<file path="config.mk">
export PLATFORM = sky130hd
export DESIGN_NAME = apb_master
export DESIGN_NICKNAME = d
export VERILOG_FILES = /design/src/rtl/apb_master.sv
export SDC_FILE = /design/constraint.sdc
export NUM_CORES = 1
export LEC_CHECK = 0
export ABC_AREA = 1
export CORE_MARGIN = 10
export CORE_UTILIZATION = 43
export DETAILED_ROUTE_END_ITERATION = 7
export GPL_ROUTABILITY_DRIVEN = 1
export GPL_TIMING_DRIVEN = 0
export PLACE_DENSITY = 0.86
export SYNTH_ARGS = -nofsm -noshare
export SYNTH_HDL_FRONTEND = slang
export SYNTH_SLANG_ARGS = --single-unit
</file>
<file path="constraint.sdc">
create_clock -name pclk -period 2 [get_ports pclk]
set_input_delay 0.5 -clock pclk [delete_from_list [all_inputs] [get_ports pclk]]
set_output_delay 0.5 -clock pclk [all_outputs]
set_load 0.1 [all_outputs]
</file>
<file path="src/rtl/apb_master.sv">
// rtl/apb_master.sv - APB master: request/response front end, IDLE/SETUP/ACCESS sequencer.
// Optional ACCESS-phase abort timer enabled by defining APB_MASTER_TIMEOUT_EN.
module apb_master #(
    parameter int TIMEOUT_CYCLES = 256
) (
    input  logic        pclk,
    input  logic        preset,
    input  logic        req_valid,
    output logic        req_ready,
    input  logic [31:0] req_addr,
    input  logic        req_write,
    input  logic [31:0] req_wdata,
    input  logic [3:0]  req_sel,
    output logic        rsp_valid,
    output logic [31:0] rsp_rdata,
    output logic        rsp_err,
    output logic [31:0] paddr,
    output logic        pwrite,
    output logic [31:0] pwdata,
    output logic        penable,
    output logic [15:0] psel,
    input  logic [31:0] prdata,
    input  logic        pready,
    input  logic        pslverr
);

    typedef enum logic [1:0] {IDLE, SETUP, ACCESS} state_e;

    state_e      state_q, state_d;
    logic [31:0] paddr_q, paddr_d;
    logic        pwrite_q, pwrite_d;
    logic [31:0] pwdata_q, pwdata_d;
    logic [15:0] psel_q, psel_d;
    logic        penable_q, penable_d;
    logic        rsp_valid_q, rsp_valid_d;
    logic [31:0] rsp_rdata_q, rsp_rdata_d;
    logic        rsp_err_q, rsp_err_d;

`ifdef APB_MASTER_TIMEOUT_EN
    localparam int CW = $clog2(TIMEOUT_CYCLES + 1);
    logic [CW-1:0] cnt_q, cnt_d;
`endif

    // Held low during reset so no request can appear accepted while preset is high.
    assign req_ready = (state_q == IDLE) && !preset;

    assign paddr     = paddr_q;
    assign pwrite    = pwrite_q;
    assign pwdata    = pwdata_q;
    assign psel      = psel_q;
    assign penable   = penable_q;
    assign rsp_valid = rsp_valid_q;
    assign rsp_rdata = rsp_rdata_q;
    assign rsp_err   = rsp_err_q;

    always_comb begin
        state_d     = state_q;
        paddr_d     = paddr_q;
        pwrite_d    = pwrite_q;
        pwdata_d    = pwdata_q;
        psel_d      = psel_q;
        penable_d   = penable_q;
        rsp_valid_d = 1'b0;
        rsp_rdata_d = rsp_rdata_q;
        rsp_err_d   = rsp_err_q;
`ifdef APB_MASTER_TIMEOUT_EN
        cnt_d       = cnt_q;
`endif
        case (state_q)
            IDLE: begin
                if (req_valid) begin
                    paddr_d  = req_addr;
                    pwrite_d = req_write;
                    pwdata_d = req_wdata;
                    psel_d   = 16'd1 << req_sel;
                    state_d  = SETUP;
                end
            end
            SETUP: begin
                penable_d = 1'b1;
                state_d   = ACCESS;
`ifdef APB_MASTER_TIMEOUT_EN
                cnt_d     = '0;
`endif
            end
            ACCESS: begin
                if (pready) begin
                    psel_d      = '0;
                    penable_d   = 1'b0;
                    rsp_valid_d = 1'b1;
                    rsp_err_d   = pslverr;
                    rsp_rdata_d = pwrite_q ? 32'd0 : prdata;
                    state_d     = IDLE;
                end
`ifdef APB_MASTER_TIMEOUT_EN
                else if (cnt_q == CW'(TIMEOUT_CYCLES - 1)) begin
                    psel_d      = '0;
                    penable_d   = 1'b0;
                    rsp_valid_d = 1'b1;
                    rsp_err_d   = 1'b1;
                    rsp_rdata_d = 32'd0;
                    state_d     = IDLE;
                end else begin
                    cnt_d = cnt_q + 1'b1;
                end
`endif
            end
            default: begin
                state_d   = IDLE;
                psel_d    = '0;
                penable_d = 1'b0;
            end
        endcase
    end

    always_ff @(posedge pclk) begin
        if (preset) begin
            state_q     <= IDLE;
            paddr_q     <= '0;
            pwrite_q    <= 1'b0;
            pwdata_q    <= '0;
            psel_q      <= '0;
            penable_q   <= 1'b0;
            rsp_valid_q <= 1'b0;
            rsp_rdata_q <= '0;
            rsp_err_q   <= 1'b0;
`ifdef APB_MASTER_TIMEOUT_EN
            cnt_q       <= '0;
`endif
        end else begin
            state_q     <= state_d;
            paddr_q     <= paddr_d;
            pwrite_q    <= pwrite_d;
            pwdata_q    <= pwdata_d;
            psel_q      <= psel_d;
            penable_q   <= penable_d;
            rsp_valid_q <= rsp_valid_d;
            rsp_rdata_q <= rsp_rdata_d;
            rsp_err_q   <= rsp_err_d;
`ifdef APB_MASTER_TIMEOUT_EN
            cnt_q       <= cnt_d;
`endif
        end
    end

endmodule
</file>
==> out/results.tsv <==
metric	value	unit
final cell count without fillers	949	
total of flip-flops plus latches after synthesis	118	
drt pass-1 iters	5	
core region area	9770	sq um
clock period minus final worst setup slack	1970	ps
total half-perimeter wirelength after legalization and detailed placement	12400	um
Critical Path Sink Type	output pin	
clock tree root buffer cell	clkbuf_8	
final routed wirelength across all metal layers	16300	um
remaining number of nets flagged by the antenna check after routing	0	
number of buffers added to fix hold violations after cts	0	
Chip Width	120	um
slowest CP cell	clkdlybuf4s18_2	
height of the die	120	um
clock latency at the later pin of the worst-skew pair	510	ps
utilization of the core after routing	77.0	%
number of global-route vias before repair	4790	
Worst Hold Depth	2	
crit path cell chain	clkdlybuf4s18_2	
maximum number of pins on one net before global-route repair	17	
synthesized area divided by synthesized cell count	7.68	sq um
number of buffers on the longest clock path	2	
share of the cycle needed by the critical path after routing	98.5	%
GR Layer Usage met1	21.9	%
combined global-route utilization of all metal layers	21.6	%
result of the run	finished, final reports clean	
sequential element share of the synthesized area	54.6	%
number of library cell types mapped by synthesis	20	
global-route track usage on met3	8.05	%
Final Wtd Congestion	0.869	
worst relative slew slack	59.8	%
Post-Syn Nets	669	
share of cells above drive strength 1	21.9	%
first-pass GRT wire length	24900	um
reg2reg path depth	6	
final non-filler cell area	7530	sq um
initial antenna violation count	0	
CTS tree	done	
clock skew	7.62	ps
Total Die Area	14500	sq um
Site Rows	36	
arrival time at the worst endpoint	1470	ps
clock slew at reported path FFs	50	ps
Critical Path RT	1500	ps
count of yosys warnings during synthesis	0	
detailed router's first-iteration violation count	416	
via count	4749	
setup TNS	0	ps
total count of hold-check failures in the final report	0	
cell type group with the largest total delay on the critical path	buffers and inverters	
Crit path depth	1	
met2 Use GR	36.8	%
remaining design rule violation count	0	
setup repair after global routing missed its margin	no	
sinks on the clock net	118	
instance area after placement	6720	sq um
layout net count	910	
critical path startpoint category	flop	
placed cells	918	
Final setup viols	0	
Max Cap Viol	0	
measured slew at the worst slew-check pin	605	ps
total power consumption of the routed design	7870	uW
count of pins over their slew limit	0	
Max Fanout on Critical Path	2	
global-route congestion overflow total	0	
average wire length per cell after detail routing	17.1	um
Top Ports	223	
number of setup buffers added after CTS	0	
effective utilization at floorplan	44.3	%
static leakage	0.00303	uW
Critical Setup Path Class	flop to output pin	
Largest stage delay, worst path	570	ps
fillcell total	675	
power density over the cells	1040	nW/um^2
path class of the lowest-slack min-delay path	primary input to flop	
Inserted Clock Buffers	17	
Inserted Diodes	0	
maximum ir drop on the vdd rail	458	uV
post-synthesis to final-layout area growth	74.0	%
Synth Cell Area	4330	sq um
Buffers & Inverters on Critical Path	1	
Syn Inst Count	563	
number of port buffers	222	
H-tree depth	4	
busiest layer in global routing	met2	
highest attainable clock frequency	0.507	GHz
per-cell via count in the routed design	5.00	
==> kinds of logic (layout without fill, tap and decap cells) <==
logic type             Yosys count  count (layout)  synth area share, %
and+or+nand+nor                278             278                 25.8
DFF                            118             118                 54.6
buffers and inverters           55             308                 6.62
AOI/OAI and AO/OA              112             112                 13.0
==> metrics by stage <==
step	setup WS (ps)	hold WS [ps]
6_report	29.3	413
5_1_grt	5.28	424
4_1_cts	2.01	403
2_1_floorplan	283	538
3_5_place_dp	-1080	442
3_3_place_gp	-1080	430
==> final cells by class <==
cell class                 instances  area (sq um)  share of cell area [%]
tap                              133           166                    2.21
multi-input combinational        390          1690                    22.4
clock buffer                      24           500                    6.65
buffer                            36           225                    2.99
timing repair buffer             222          2370                    31.5
sequential                       118          2360                    31.4
clock inverter                     7           140                    1.86
inverter                          19          71.3                   0.947
==> report_power, final <==
part	internal, uW	total, uW	leakage, uW	switching (uW)
combinational	541	2060	0.00175	1520
clock	2210	3220	0.000309	1010
sequential	2500	2580	0.000969	80.5
total	5260	7870	0.00303	2610
==> registers in the layout, indices dropped and copies added, names as in the netlist <==
signal     cells
psel          16
rsp_rdata     32
pwrite         1
rsp_err        1
pwdata        32
state_q        2
rsp_valid      1
paddr         32
penable        1
==> path summary, 6_finish.rpt <==
check,from,endpoint,slack (ps)
worst min-delay path,preset,psel[0],410
worst max-delay path,pwrite,pwrite,30
worst max register to register,state_q[1],paddr[19],560
worst min register to register,psel[0],psel[0],460
==> cells in the mapped netlist (all sizes together) <==
master  count  area share [%]
a21oi      13             1.5
dfxtp     118              55
nand2      80             7.1
nand3      34             4.0
nand4       1            0.14
o21ai      99              11
inv        19             1.6
buf        21             3.6
nand3b      1            0.26
nor2      159              14
clkbuf     15             1.3
nor3        3            0.35
==> what timing repair did <==
action | 4_1_cts | 5_1_grt
pin swaps | 0 | 0
cloned | 0 | 0
endpoints found under the setup margin | 117 | 2
gates resized for setup | 361 | 3
==> cell usage in the layout, fill, tap and decap left out, types with 2 or more instances in the layout <==
cell	Yosys	routed
buf_4	6	6
clkdlybuf4s15_2	0	115
buf_6	6	6
nand2_1	78	77
inv_1	18	17
inv_2	1	2
buf_2	9	9
clkbuf_1	14	14
a21oi_1	13	13
nor3_1	3	3
clkbuf_16	0	16
clkdlybuf4s50_1	0	104
clkinvlp_4	0	2
o21ai_1	21	21
nand3_1	33	33
dfxtp_1	118	118
nor2_4	1	2
nand2_2	2	3
bufinv_16	0	4
o21ai_0	78	78
nor2_1	158	157
clkbuf_8	0	8
==> routing by layer <==
| layer | part of all wire [%] | vias to the layer above |
|---|---|---|
| met4 | 5.4 | 0 |
| li1 | - | 2300 |
| met2 | 48 | 225 |
| met5 | 0 | - |
| met1 | 37 | 2172 |
| met3 | 8.9 | 52 |
No activity file was read; power rests on OpenSTA's default activity.
